<file path="src/rtl/poly_geom_pkg.sv">
// Shared types and width/latency helpers for the polygon geometry engine.
package poly_geom_pkg;

    typedef enum logic [1:0] {
        ST_IDLE,
        ST_LOAD,
        ST_CALC,
        ST_OUT
    } state_e;

    function automatic int len_w(input int coord_w);
        return coord_w + 1;
    endfunction

    function automatic int sum_w(input int coord_w, input int num_vert);
        return coord_w + $clog2(num_vert);
    endfunction

    function automatic int sq_w(input int coord_w);
        return 2 * coord_w + 1;
    endfunction

    function automatic int area_w(input int coord_w, input int num_vert);
        return 2 * coord_w + $clog2(num_vert);
    endfunction

    // Lengths take one squaring cycle plus LEN_W root cycles per side; the divider runs alongside.
    function automatic int calc_cyc(input int coord_w, input int num_vert);
        int side_cyc;
        side_cyc = num_vert * (len_w(coord_w) + 1);
        return (side_cyc > sum_w(coord_w, num_vert)) ? side_cyc : sum_w(coord_w, num_vert);
    endfunction

    localparam int CALC_CYC = calc_cyc(5, 3);

endpackage

</file>
<file path="src/rtl/poly_isqrt.sv">
// Bit-serial floor square root: start pulse loads the radicand, done pulses OUT_W cycles later.
module poly_isqrt
    import poly_geom_pkg::*;
#(
    parameter int IN_W  = 11,
    parameter int OUT_W = 6
) (
    input  logic             clk,
    input  logic             rst_n,
    input  logic             start_i,
    input  logic [IN_W-1:0]  radicand_i,
    output logic             done_o,
    output logic [OUT_W-1:0] root_o
);

    localparam int RAD_W = 2 * OUT_W;
    localparam int REM_W = OUT_W + 3;
    localparam int CNT_W = $clog2(OUT_W + 1);

    logic [RAD_W-1:0] rad_q, rad_d, rad_src;
    logic [REM_W-1:0] rem_q, rem_d, rem_src, rem_sh, trial;
    logic [OUT_W-1:0] root_q, root_d, root_src;
    logic [CNT_W-1:0] cnt_q;
    logic             busy_q, done_q;

    // The start cycle already performs the first iteration on the fresh operand.
    always_comb begin
        rad_src  = start_i ? RAD_W'(radicand_i) : rad_q;
        rem_src  = start_i ? '0 : rem_q;
        root_src = start_i ? '0 : root_q;
        rem_sh   = {rem_src[REM_W-3:0], rad_src[RAD_W-1 -: 2]};
        trial    = REM_W'({root_src, 2'b01});
        rad_d    = rad_src << 2;
        if (rem_sh >= trial) begin
            rem_d  = rem_sh - trial;
            root_d = {root_src[OUT_W-2:0], 1'b1};
        end else begin
            rem_d  = rem_sh;
            root_d = {root_src[OUT_W-2:0], 1'b0};
        end
    end

    always_ff @(posedge clk or negedge rst_n) begin
        if (!rst_n) begin
            rad_q  <= '0;
            rem_q  <= '0;
            root_q <= '0;
            cnt_q  <= '0;
            busy_q <= 1'b0;
            done_q <= 1'b0;
        end else begin
            done_q <= 1'b0;
            if (start_i || busy_q) begin
                rad_q  <= rad_d;
                rem_q  <= rem_d;
                root_q <= root_d;
                cnt_q  <= start_i ? CNT_W'(1) : cnt_q + CNT_W'(1);
                busy_q <= 1'b1;
                if (!start_i && cnt_q == CNT_W'(OUT_W - 1)) begin
                    busy_q <= 1'b0;
                    done_q <= 1'b1;
                end
            end
        end
    end

    assign done_o = done_q;
    assign root_o = root_q;

endmodule

</file>
<file path="src/rtl/polygon_geom_engine.sv">
// Serial polygon side lengths and floor vertex centroid; optional POLY_AREA_EN adds twice the shoelace area.
module polygon_geom_engine
    import poly_geom_pkg::*;
#(
    parameter int COORD_W  = 5,
    parameter int NUM_VERT = 3,
    parameter int LEN_W    = len_w(COORD_W),
    parameter int SUM_W    = sum_w(COORD_W, NUM_VERT)
) (
    input  logic                   clk,
    input  logic                   rst_n,
    input  logic                   in_valid,
    input  logic [COORD_W-1:0]     coord_x,
    input  logic [COORD_W-1:0]     coord_y,
    output logic                   out_valid,
    output logic [LEN_W-1:0]       out_length,
    output logic [2*COORD_W-1:0]   out_center
`ifdef POLY_AREA_EN
    ,
    output logic [2*COORD_W+$clog2(NUM_VERT)-1:0] out_area
`endif
);

    localparam int N      = NUM_VERT;
    localparam int IDX_W  = $clog2(N);
    localparam int SIDE_W = $clog2(N + 1);
    localparam int SQ_W   = sq_w(COORD_W);
    localparam int CYC    = calc_cyc(COORD_W, N);
    localparam int CNT_W  = $clog2(CYC + 1);
    localparam int PH_W   = $clog2(LEN_W + 1);
    localparam int BEAT_W = $clog2(N + 2);
    localparam logic [SUM_W:0] N_EXT = (SUM_W + 1)'(N);

    state_e               state_q;
    logic [COORD_W-1:0]   vx_q [N];
    logic [COORD_W-1:0]   vy_q [N];
    logic [LEN_W-1:0]     len_q [N];
    logic [IDX_W-1:0]     vcnt_q, len_idx_q;
    logic [SUM_W-1:0]     sumx_q, sumy_q, remx_q, remy_q;
    logic [CNT_W-1:0]     cnt_q;
    logic [SIDE_W-1:0]    side_q;
    logic [PH_W-1:0]      ph_q;
    logic [BEAT_W-1:0]    beat_q;
    logic [SQ_W-1:0]      sq_q, sq_d;
    logic                 start_q;
    logic                 out_valid_q;
    logic [LEN_W-1:0]     out_length_q;
    logic [2*COORD_W-1:0] out_center_q;
    logic                 sqrt_done;
    logic [LEN_W-1:0]     sqrt_root;
    logic [IDX_W-1:0]     ia, ib;
    logic [COORD_W-1:0]   dx, dy;

`ifdef POLY_AREA_EN
    localparam int AREA_W = area_w(COORD_W, N);
    localparam int ACC_W  = AREA_W + 2;
    logic [ACC_W-1:0]  area_acc_q, area_term_d, area_abs;
    logic [AREA_W-1:0] out_area_q;
`endif

    // Shifts one dividend bit into the remainder; the quotient bit replaces it at the LSB.
    function automatic logic [2*SUM_W-1:0] div_step(input logic [SUM_W-1:0] rem,
                                                    input logic [SUM_W-1:0] dvd);
        logic [SUM_W:0] r;
        r = {rem, dvd[SUM_W-1]};
        if (r >= N_EXT)
            return {SUM_W'(r - N_EXT), dvd[SUM_W-2:0], 1'b1};
        return {r[SUM_W-1:0], dvd[SUM_W-2:0], 1'b0};
    endfunction

    always_comb begin
        ia   = side_q[IDX_W-1:0];
        ib   = (ia == IDX_W'(N - 1)) ? '0 : ia + IDX_W'(1);
        dx   = (vx_q[ia] >= vx_q[ib]) ? vx_q[ia] - vx_q[ib] : vx_q[ib] - vx_q[ia];
        dy   = (vy_q[ia] >= vy_q[ib]) ? vy_q[ia] - vy_q[ib] : vy_q[ib] - vy_q[ia];
        sq_d = SQ_W'(dx) * SQ_W'(dx) + SQ_W'(dy) * SQ_W'(dy);
`ifdef POLY_AREA_EN
        area_term_d = ACC_W'(vx_q[ia]) * ACC_W'(vy_q[ib]) - ACC_W'(vx_q[ib]) * ACC_W'(vy_q[ia]);
        area_abs    = area_acc_q[ACC_W-1] ? -area_acc_q : area_acc_q;
`endif
    end

    poly_isqrt #(
        .IN_W  (SQ_W),
        .OUT_W (LEN_W)
    ) u_isqrt (
        .clk        (clk),
        .rst_n      (rst_n),
        .start_i    (start_q),
        .radicand_i (sq_q),
        .done_o     (sqrt_done),
        .root_o     (sqrt_root)
    );

    always_ff @(posedge clk or negedge rst_n) begin
        if (!rst_n) begin
            state_q      <= ST_IDLE;
            for (int i = 0; i < N; i++) begin
                vx_q[i]  <= '0;
                vy_q[i]  <= '0;
                len_q[i] <= '0;
            end
            vcnt_q       <= '0;
            len_idx_q    <= '0;
            sumx_q       <= '0;
            sumy_q       <= '0;
            remx_q       <= '0;
            remy_q       <= '0;
            cnt_q        <= '0;
            side_q       <= '0;
            ph_q         <= '0;
            beat_q       <= '0;
            sq_q         <= '0;
            start_q      <= 1'b0;
            out_valid_q  <= 1'b0;
            out_length_q <= '0;
            out_center_q <= '0;
`ifdef POLY_AREA_EN
            area_acc_q   <= '0;
            out_area_q   <= '0;
`endif
        end else begin
            start_q <= 1'b0;
            // The last side's root lands during the first OUT beat, well before it is emitted.
            if (sqrt_done) begin
                len_q[len_idx_q] <= sqrt_root;
                len_idx_q        <= len_idx_q + IDX_W'(1);
            end
            case (state_q)
                ST_IDLE: begin
                    if (in_valid) begin
                        vx_q[0] <= coord_x;
                        vy_q[0] <= coord_y;
                        sumx_q  <= SUM_W'(coord_x);
                        sumy_q  <= SUM_W'(coord_y);
                        vcnt_q  <= IDX_W'(1);
                        state_q <= ST_LOAD;
                    end
                end
                ST_LOAD: begin
                    if (!in_valid) begin
                        state_q <= ST_IDLE;
                    end else begin
                        vx_q[vcnt_q] <= coord_x;
                        vy_q[vcnt_q] <= coord_y;
                        sumx_q       <= sumx_q + SUM_W'(coord_x);
                        sumy_q       <= sumy_q + SUM_W'(coord_y);
                        vcnt_q       <= vcnt_q + IDX_W'(1);
                        if (vcnt_q == IDX_W'(N - 1)) begin
                            state_q   <= ST_CALC;
                            cnt_q     <= '0;
                            side_q    <= '0;
                            ph_q      <= '0;
                            len_idx_q <= '0;
                            remx_q    <= '0;
                            remy_q    <= '0;
`ifdef POLY_AREA_EN
                            area_acc_q <= '0;
`endif
                        end
                    end
                end
                ST_CALC: begin
                    cnt_q <= cnt_q + CNT_W'(1);
                    if (cnt_q < CNT_W'(SUM_W)) begin
                        {remx_q, sumx_q} <= div_step(remx_q, sumx_q);
                        {remy_q, sumy_q} <= div_step(remy_q, sumy_q);
                    end
                    if (side_q < SIDE_W'(N)) begin
                        if (ph_q == '0) begin
                            sq_q    <= sq_d;
                            start_q <= 1'b1;
`ifdef POLY_AREA_EN
                            area_acc_q <= area_acc_q + area_term_d;
`endif
                        end
                        if (ph_q == PH_W'(LEN_W)) begin
                            ph_q   <= '0;
                            side_q <= side_q + SIDE_W'(1);
                        end else begin
                            ph_q <= ph_q + PH_W'(1);
                        end
                    end
                    if (cnt_q == CNT_W'(CYC - 1)) begin
                        state_q      <= ST_OUT;
                        beat_q       <= '0;
                        out_valid_q  <= 1'b1;
                        out_length_q <= len_q[0];
                    end
                end
                ST_OUT: begin
                    beat_q <= beat_q + BEAT_W'(1);
                    if (beat_q < BEAT_W'(N - 1)) begin
                        out_length_q <= len_q[IDX_W'(beat_q + BEAT_W'(1))];
                    end else if (beat_q == BEAT_W'(N - 1)) begin
                        out_length_q <= '0;
                        out_center_q <= {sumy_q[COORD_W-1:0], sumx_q[COORD_W-1:0]};
`ifdef POLY_AREA_EN
                        out_area_q   <= area_abs[AREA_W-1:0];
`endif
                    end else begin
                        out_valid_q  <= 1'b0;
                        out_center_q <= '0;
`ifdef POLY_AREA_EN
                        out_area_q   <= '0;
`endif
                        state_q      <= ST_IDLE;
                    end
                end
                default: state_q <= ST_IDLE;
            endcase
        end
    end

    assign out_valid  = out_valid_q;
    assign out_length = out_length_q;
    assign out_center = out_center_q;
`ifdef POLY_AREA_EN
    assign out_area   = out_area_q;
`endif

endmodule

</file>
<file path="config.mk">
export PLATFORM = sky130hd
export DESIGN_NAME = polygon_geom_engine
export DESIGN_NICKNAME = d
export VERILOG_FILES = /design/src/rtl/poly_geom_pkg.sv /design/src/rtl/poly_isqrt.sv /design/src/rtl/polygon_geom_engine.sv
export SDC_FILE = /design/constraint.sdc
export NUM_CORES = 1
export LEC_CHECK = 0
export CAP_MARGIN = 10
export CORE_MARGIN = 2
export CORE_UTILIZATION = 57
export CTS_CLUSTER_SIZE = 8
export DETAILED_ROUTE_END_ITERATION = 10
export MAX_ROUTING_LAYER = met4
export PLACE_DENSITY = 0.75
export SYNTH_ARGS = -nofsm -noshare
export SYNTH_HDL_FRONTEND = slang
export SYNTH_SLANG_ARGS = --single-unit
</file>
<file path="constraint.sdc">
create_clock -name clk -period 13.75 [get_ports clk]
set_input_delay 2.0625 -clock clk [delete_from_list [all_inputs] [get_ports clk]]
set_output_delay 2.0625 -clock clk [all_outputs]
set_load 0.05 [all_outputs]
</file>
==> results by group, run 1 <==
Min path
  • HP Class: reg2reg

Worst setup path
  • Crit Path Class: reg2reg
  • Crit-path leading delay family: adder cells
  • Most frequent CP cell: fa_1
  • Crit path buffers/inverters: 4
  • Slowest stage delay, CP: roughly 620 ps
  • Worst setup EP type: register
  • CP max FO: 14
  • Slowest-stage cell, CP: dfrtp_1
  • Crit start category: register
  • CP arrival: roughly 8000 ps
  • Required @ worst endpoint: around 14000 ps

Place
  • DP Area: 10900 sq um
  • Routability cong.: a little under 0.9
  • Post-place setup slack: 6040 ps
  • Port bufs: 29
  • DP HPWL: 15300 um

Yosys
  • Synth warn: 0
  • Mapped Area: 10400 sq um
  • EDFF count, synth: 0
  • Avg Synthesized Cell Area: 9.61 sq um
  • Yosys reg bits: between 150 and 200
  • Register area share after synthesis: 0.365
  • Share of the synthesized area in the top cell type: 0.365
  • Top post-synthesis cells by area: dfrtp_1 36%, ha_1 10%, mux2_2 5.5%, fa_1 5.4%, mux2i_1 4.8%
  • Post-Syn Instances: roughly 1100
  • Post-synthesis cell type with the largest combined area: dfrtp_1
  • Netlist cell types: 71
  • Synth Net Count: 1211
  • Fraction of registers with async set/reset: 1.00
  • Top_reg_cell synth: dfrtp_1

GRT
  • GRT overflow: 0
  • Gr usage total: 0.237
  • Largest net degree at the start of global routing: 79
  • Initial antenna violation count: 0
  • First-pass GRT wire length: between 30000 and 40000 um
  • Vias in the first global route: a little under 8000

Job
  • Max_cap viols: 0

Cells and area
  • Fillers: 1442
  • Synthesis-to-layout area growth: 9.72%
  • ANT cells: 0
  • Layout net count: approximately 1200
  • Fin area: 11400 sq um
  • Share of layout cells above drive strength 1: 0.0975

Drt
  • Routed via count: between 7000 and 8000
  • Initial DRC count: 419
  • DR vias/cell: about 5.8
  • Wire per inst: 15.9 um
  • Antenna Nets Post-Route: 0
  • # DRC: 0
  • Detailed Routing Iterations Pass 1: 5
  • Routed WL: 21300 um

Clocking
  • Clock slew at reported path FFs: approximately 60 ps
  • PostCTS Resize Cnt: 0
  • CTS Hold Bufs: 0
  • CTS Buf Count: 17
  • Sink Count: 152
  • Post-CTS Setup Inserts: 0
  • CTS Root Cell: clkbuf_16
  • CTS tree: built
  • Worst-Skew Late Latency: 420 ps
  • Clk buf depth: 2
  • Clock H-tree levels: 4

Timing
  • Hold WS: 475 ps
  • Clk_skew: approximately 12 ps
  • Worst slew pin tran: 1030 ps
  • Fmax: 127 MHz
  • Final period utilization: 0.570
  • Hold Fails Final Rpt: 0
  • Fin. max-slew vios: 0
  • Fin worst setup slack: 5910 ps
  • Setup Viol. Count Final: 0
  • RSZ-0062 raised after global routing: no
  • Worst slew margin: 0.310
  • Minimum clock period: around 7800 ps
  • Setup TNS: 0 ps

Outcome
  • Status: finished, final reports clean

Floorplanning
  • Row count: 49
  • Die X: around 140 um
  • Chip height: 139 um
  • Core area: 18000 sq um
  • Num ports: 30
  • Initial Utilization: 0.581
  • Die area: 19400 sq um
sequential cells by signal (all words and copies together), names as in the netlist, 6 cells and up, named ones only:
signal          cells
vy_q               15
sumy_q              7
sumx_q              7
u_isqrt.rad_q      10
vx_q               15
out_length          6
len_q              18
out_center         10
u_isqrt.root_o      6
remy_q              7
sq_q               11
remx_q              7
u_isqrt.rem_q       7
Yosys cell counts, drive strengths merged (4+ instances only):
cell type and n:
dfrtp 152, nand2 127, inv 97, ha 85, o21ai 72, a21oi 59
nor2 54, mux2 51, mux2i 50, fa 28, nor2b 28, clkbuf 24
a21o 20, buf 19, a22o 16, xnor2 16, a31oi 14, nor3 14
o21a 11, nand3 10, nor4b 10, or3 10, xor2 10, a221oi 9
o31ai 9, nand2b 8, a211oi 7, and3 7, o211ai 7, nand3b 6
o22ai 6, or2 5, nor3b 4, nor4 4
placed cells by master (no fill, tap or decap), types with 9 or more instances in the layout:
master	instances
a21o_1	20
a21oi_1	57
a221oi_1	9
a22o_1	16
a31oi_1	13
clkbuf_16	17
clkdlybuf4s50_1	28
dfrtp_1	152
fa_1	28
ha_1	85
inv_1	96
mux2_2	51
mux2i_1	50
nand2_1	127
nand3_1	10
nor2_1	54
nor2b_1	28
nor3_1	14
o21a_1	11
o21ai_0	68
o31ai_1	9
xnor2_1	16
xor2_1	10
worst register-to-register path, delay by kind of cell (launching register included):
family	cells	cell delay, ps
adder cells (fa/ha/maj)	8	3780
AO/OA/AOI/OAI	9	1970
AND/OR/NAND/NOR	3	740
flip-flops	1	620
buffers and inverters	4	370
multiplexers	1	230
routing by layer:
metal / track usage / vias to the layer above / part of all wire
met3: 0.0344 / 24 / 0.029
met4: 0.0675 / 0 / 0.010
li1: - / 3819 / -
met1: 0.319 / 3801 / 0.48
met5: - / - / 0
met2: 0.378 / 107 / 0.48
per-stage QoR:
stage	cells	util
2_1_floorplan	1085	-
3_3_place_gp	1305	0.604
3_5_place_dp	1305	0.604
4_1_cts	1337	0.637
5_1_grt	1337	0.637
6_report	1337	0.637
logic make-up after synthesis:
kind of cell,Yosys count,share of synthesized area
multiplexers,101,0.103
buffers and inverters,141,0.0536
AND/OR/NAND/NOR,294,0.138
XOR/XNOR,26,0.0218
flip-flops,152,0.365
adder cells (fa/ha/maj),113,0.156
AO/OA/AOI/OAI,258,0.163
path summary, 6_finish.rpt:
| check | depth (start not counted) | slack [ps] | to | start |
|---|---|---|---|---|
| worst max register to register | 25 | 5910 | sq_q[9]$_DFFE_PN0P_ | ia[1]$_DFFE_PN0P_ |
| worst min register to register | 2 | 480 | sq_q[3]$_DFFE_PN0P_ | sq_q[3]$_DFFE_PN0P_ |
| min in group asynchronous | 1 | 1650 | remy_q[2]$_DFFE_PN0P_ | rst_n |
| worst min-delay path | 2 | 480 | sq_q[3]$_DFFE_PN0P_ | sq_q[3]$_DFFE_PN0P_ |
| worst max-delay path | 25 | 5910 | sq_q[9]$_DFFE_PN0P_ | ia[1]$_DFFE_PN0P_ |
| max in group asynchronous | 2 | 10690 | u_isqrt.rem_q[1]$_DFFE_PN0P_ | rst_n |
layout make-up:
cell class | count | area (sq um) | share of cell area
repair buffers | 34 | 329 | 0.0288
well taps | 229 | 287 | 0.0250
flip-flops and latches | 152 | 3800 | 0.332
multi-input cells | 792 | 6070 | 0.530
clock inverters | 13 | 136 | 0.0119
clock buffers | 19 | 453 | 0.0396
inverters | 98 | 368 | 0.0321
Power of run 1 is left out: the tool's default activity adds up to more than one toggle a clock period on the data nets, which glitch-free logic cannot reach.
==> inputs of run 2 (changes only) <==
Settings changed: PLACE_DENSITY 0.75 to 0.78.
Clock period 13.75 ns to 7.06 ns, I/O delays scaled along.
==> run 2 against run 1 <==
Net effect: cell count is 1.0% higher; flip-flop and latch count stayed put; hold slack better by 5.4 ps; critical path type unchanged; first-iteration DRC count grew 24%; clock skew increased by 1.2 ps; global-route usage increased by 0.43 points.
==> results by group, run 2 (synthesized netlist as in run 1, its figures left out) <==
Clocking
  • Clk buf depth: 2
  • Clock H-tree levels: 4
  • CTS tree: built
  • CTS Hold Bufs: 0
  • CTS Root Cell: clkbuf_16
  • CTS Buf Count: 17
  • Sink Count: 152
  • Worst-Skew Late Latency: about 430 ps
  • Clock slew at reported path FFs: around 70 ps

Worst setup path
  • Crit. Startpoint: ia[1]$_DFFE_PN0P_
  • Required @ worst endpoint: 7370 ps
  • Crit start category: register
  • FF-to-FF End: sq_q[10]$_DFFE_PN0P_
  • Worst R2R Start: ia[1]$_DFFE_PN0P_
  • Reg2reg path depth: 26
  • CP arrival: 7050 ps
  • CP max FO: 12
  • Crit Path Class: reg2reg
  • Worst setup EP type: register
  • R2R setup slack: around 320 ps

Drt
  • Antenna Nets Post-Route: 0
  • Detailed Routing Iterations Pass 1: 5
  • # DRC: 0
  • Routed WL: ~22000 um
  • Routed via count: 7932
  • Wire per inst: 16.3 um
  • DR vias/cell: a little under 6
  • Initial DRC count: 520

Cells and area
  • Multi-input logic area: 6140 sq um
  • Fin area: 11600 sq um
  • Synthesis-to-layout area growth: 11.5%
  • ANT cells: 0
  • Share of layout cells above drive strength 1: 0.123
  • Most frequent cells in the layout: 150 x dfrtp_1, 127 x nand2_1, 94 x inv_1, 81 x ha_1, 68 x o21ai_0
  • Regs by FF count: len_q: 18 flops, vx_q: 15 flops, vy_q: 15 flops
  • Flip-flop and latch area: between 3000 and 4000 sq um
  • Utilization after layout: 0.647
  • Largest reg by FF count: len_q
  • Commonest non-fill, non-tap cell in the layout: dfrtp_1
  • Flip-flop count of the largest register after layout: 18
  • Fillers: 1478
  • Layout net count: roughly 1200

Outcome
  • Status: finished, final reports clean

Timing
  • Fin worst setup slack: 323 ps
  • Final period utilization: 0.954
  • Setup Viol. Count Final: 0
  • Fmax: 148 MHz
  • Fin. max-slew vios: 0
  • Worst slew margin: 0.255
  • Setup TNS: 0 ps
  • Worst slew pin tran: between 1000 and 1500 ps
  • Minimum clock period: 6740 ps
  • Hold Fails Final Rpt: 0
  • Clk_skew: 12.7 ps

Floorplanning
  • Num ports: 30
  • Core area: 18000 sq um
  • Chip height: 139 um
  • Row count: 49
  • Die X: 139 um
  • Die area: 19400 sq um
  • Initial Utilization: 0.581

GRT
  • Initial antenna violation count: 0
  • First-pass GRT wire length: ~38000 um
  • Vias in the first global route: 8022
  • Gr usage total: 0.242
  • GRT overflow: 0
  • Largest net degree at the start of global routing: 89

Job
  • Max_cap viols: 0

Place
  • Routability cong.: just under 0.9
  • Port bufs: 29
  • DP HPWL: 15300 um
  • Post-place setup slack: 107 ps
  • DP Area: 10900 sq um

Min path
  • HP Class: reg2reg
  • Hold Path Sink: sq_q[3]$_DFFE_PN0P_
  • Worst Hold Launch: sq_q[3]$_DFFE_PN0P_
  • WHS Path Cells: 2
==> run 2: area by class of cell <==
| cell class | instances | area share |
|---|---|---|
| flip-flops and latches | 152 | 0.327 |
| repair buffers | 48 | 0.0377 |
| multi-input cells | 792 | 0.528 |
| well taps | 229 | 0.0246 |
| inverters | 98 | 0.0316 |
| clock inverters | 14 | 0.0135 |
| clock buffers | 18 | 0.0369 |
==> run 2: worst max-delay path: stages, from the launching register on <==
cell and delay (ps):
dfrtp_2 450, inv_2 110, ha_1 190, buf_6 170, nand3b_1 140, o21a_1 150, ha_1 420, o21ai_0 430
a21oi_1 140, o21a_1 230, xor2_2 170, inv_1 140, nand2_1 90, fa_1 500, inv_1 50, fa_1 480
inv_1 60, fa_1 540, inv_1 60, fa_1 550, fa_1 460, ha_4 280, a211oi_1 200, o21bai_1 130
a31oi_1 210, mux2i_1 200, nand2_1 70
==> run 2: timing repair <==
item,CTS,global route
setup buffers,0,3
endpoints found under the setup margin,0,6
resized for setup,0,20
==> run 2: per-stage QoR <==
| stage | hold WS [ps] | cells |
|---|---|---|
| after floorplan | 446 | 1085 |
| after global placement | 459 | 1316 |
| after detailed placement | 463 | 1316 |
| after CTS | 485 | 1348 |
| after global routing | 501 | 1351 |
| final | 481 | 1351 |
==> run 2: worst max path at each step <==
stage / endpoint / slack, ps / depth (start not counted)
floorplan: sq_q[9]$_DFFE_PN0P_ / 80 / 28
global placement: sq_q[10]$_DFFE_PN0P_ / 210 / 27
detailed placement: sq_q[10]$_DFFE_PN0P_ / 110 / 25
CTS: sq_q[10]$_DFFE_PN0P_ / 40 / 27
global route: sq_q[10]$_DFFE_PN0P_ / -10 / 26
finish: sq_q[10]$_DFFE_PN0P_ / 320 / 26
==> run 2: layer usage <==
| layer | share of wire | GRT usage |
|---|---|---|
| met4 | 0.015 | 0.0702 |
| met3 | 0.032 | 0.0368 |
| met1 | 0.46 | 0.310 |
| met5 | 0 | - |
| met2 | 0.50 | 0.400 |
Power of run 2 is left out for the same reason.
==> inputs of run 3 (changes only) <==
Settings changed: CORE_ASPECT_RATIO set to 1.5.
==> run 3 against run 2 <==
Net effect: design area rose by 0.39%; core utilization grew 0.33 points; worst setup slack better by 3.3 ps; count of clock-buffer cells in the layout is 3 higher; register-to-register slack about the same; sequential share of layout area fell by 0.15 points; die area rose by 0.12%; maximum frequency about the same; flip-flop and latch count is the same; via count is 0.64% higher; non-clock buffer count rose by 2; routed wire length increased by 2.0%; critical path type unchanged; highest routed layer unchanged.
==> results by group, run 3 (synthesized netlist as in run 1, its figures left out) <==
Clocking
  • Clock slew at reported path FFs: 60 ps
  • CTS tree: built
  • Clk buf depth: 2
  • Sink Count: 152
  • CTS Root Cell: clkbuf_16
  • Clock H-tree levels: 4
  • Worst-Skew Late Latency: around 420 ps
  • CTS Buf Count: 17

Worst setup path
  • Slowest stage delay, CP: 560 ps
  • CP arrival: 7010 ps
  • Crit-path leading delay family: adder cells
  • Required @ worst endpoint: around 7300 ps
  • Most frequent CP cell: fa_1
  • Crit start category: register
  • CP max FO: 8
  • Slowest-stage cell, CP: fa_1
  • Crit Path Class: reg2reg
  • Worst setup EP type: register
  • Crit path buffers/inverters: 5

GRT
  • Largest net degree at the start of global routing: 80
  • First-pass GRT wire length: around 38000 um
  • Gr usage total: 0.247
  • GRT overflow: 0
  • Initial antenna violation count: 0
  • Vias in the first global route: around 8000

Timing
  • Setup Viol. Count Final: 0
  • Clk_skew: 7.38 ps
  • Worst slew pin tran: slightly above 1000 ps
  • Hold Fails Final Rpt: 0
  • Worst slew margin: 0.322
  • Minimum clock period: 6730 ps
  • Fin. max-slew vios: 0
  • Final period utilization: 0.954
  • Fmax: 149 MHz
  • Fin worst setup slack: approximately 330 ps

Floorplanning
  • Row count: 60
  • Chip height: 170 um
  • Initial Utilization: 0.581
  • Die X: 114 um
  • Num ports: 30
  • Core area: 17900 sq um
  • Die area: between 15000 and 20000 sq um

Cells and area
  • Flip-flop and latch area: 3800 sq um
  • Synthesis-to-layout area growth: 11.9%
  • Regs by FF count: len_q: 18 flops, vx_q: 15 flops, vy_q: 15 flops
  • Finished Layout Cells: 1341
  • Largest reg by FF count: len_q
  • Share of layout cells above drive strength 1: 0.121
  • ANT cells: 0
  • Fillers: 1409
  • Multi-input logic area: 6130 sq um
  • Flip-flop count of the largest register after layout: 18
  • Layout net count: 1237
  • Commonest non-fill, non-tap cell in the layout: dfrtp_1
  • Most frequent cells in the layout: 152 x dfrtp_1, 127 x nand2_1, 94 x inv_1, 82 x ha_1, 67 x o21ai_0

Place
  • Post-place setup slack: 127 ps
  • Routability cong.: just over 0.9
  • DP HPWL: about 16000 um
  • Placed Cells: 1308
  • Port bufs: 29

Drt
  • Antenna Nets Post-Route: 0
  • Routed via count: 7983
  • DR vias/cell: around 6.0
  • Initial DRC count: 469
  • Routed WL: between 20000 and 25000 um
  • # DRC: 0
  • Detailed Routing Iterations Pass 1: 5
  • Wire per inst: 16.7 um

Job
  • Max_cap viols: 0

Min path
  • HP Class: reg2reg

Outcome
  • Status: finished, final reports clean
## run 3: worst register-to-register path: stages (launching register included)
cell      delay (ps)
dfrtp_1          420
inv_2            120
ha_4             190
buf_4            180
mux2i_1           80
o21a_1           220
ha_1             220
or4_1            520
a21oi_2          140
nor2_1            70
o311a_4          390
nand2b_1         170
fa_1             540
inv_1             50
fa_1             470
inv_1             50
fa_1             540
inv_1             60
fa_1             560
fa_1             470
ha_4             210
a211oi_1         230
o21bai_1         130
a31oi_1          210
mux2i_1          210
o311ai_0         150
## run 3: repair_timing
item / in CTS / in global routing
resized for setup: 0 / 17
hold buffers: 0 / 0
setup buffers: 0 / 1
setup endpoints to repair: 0 / 6
endpoints found under the hold margin: 0 / 0
## run 3: layout make-up
| cell class | count | share of cell area |
|---|---|---|
| sequential | 152 | 0.326 |
| multi-input combinational | 792 | 0.526 |
| clock inverter | 11 | 0.0145 |
| tap | 217 | 0.0233 |
| timing repair buffer | 50 | 0.0388 |
| inverter | 98 | 0.0315 |
| clock buffer | 21 | 0.0403 |
## run 3: worst paths after layout
| path | cells past startpoint | slack (ps) | endpoint | startpoint |
|---|---|---|---|---|
| min | 2 | 480 | sq_q[3]$_DFFE_PN0P_ | sq_q[3]$_DFFE_PN0P_ |
| min in group asynchronous | 1 | 650 | remy_q[2]$_DFFE_PN0P_ | rst_n |
| max | 25 | 330 | sq_q[9]$_DFFE_PN0P_ | ia[0]$_DFFE_PN0P_ |
| min reg2reg | 2 | 480 | sq_q[3]$_DFFE_PN0P_ | sq_q[3]$_DFFE_PN0P_ |
| max reg2reg | 25 | 330 | sq_q[9]$_DFFE_PN0P_ | ia[0]$_DFFE_PN0P_ |
| max in group asynchronous | 2 | 4970 | u_isqrt.rad_q[4]$_DFFE_PN0P_ | rst_n |
## run 3: stage by stage
step | setup TNS, ps | utilization | cell area, sq um | hold slack, ps
after detailed placement | 0 | 0.610 | 11000 | 464
after global placement | 0 | 0.610 | 11000 | 461
after global routing | -7.40 | 0.650 | 11700 | 511
after floorplan | 0 | - | 10400 | 446
after CTS | 0 | 0.646 | 11600 | 486
final | 0 | 0.650 | 11700 | 479
## run 3: layer usage
| metal | track usage | share of wire |
|---|---|---|
| met5 | - | 0 |
| met4 | 0.0933 | 0.024 |
| met1 | 0.281 | 0.41 |
| met2 | 0.433 | 0.54 |
| met3 | 0.0371 | 0.026 |
Power of run 3 is left out for the same reason.
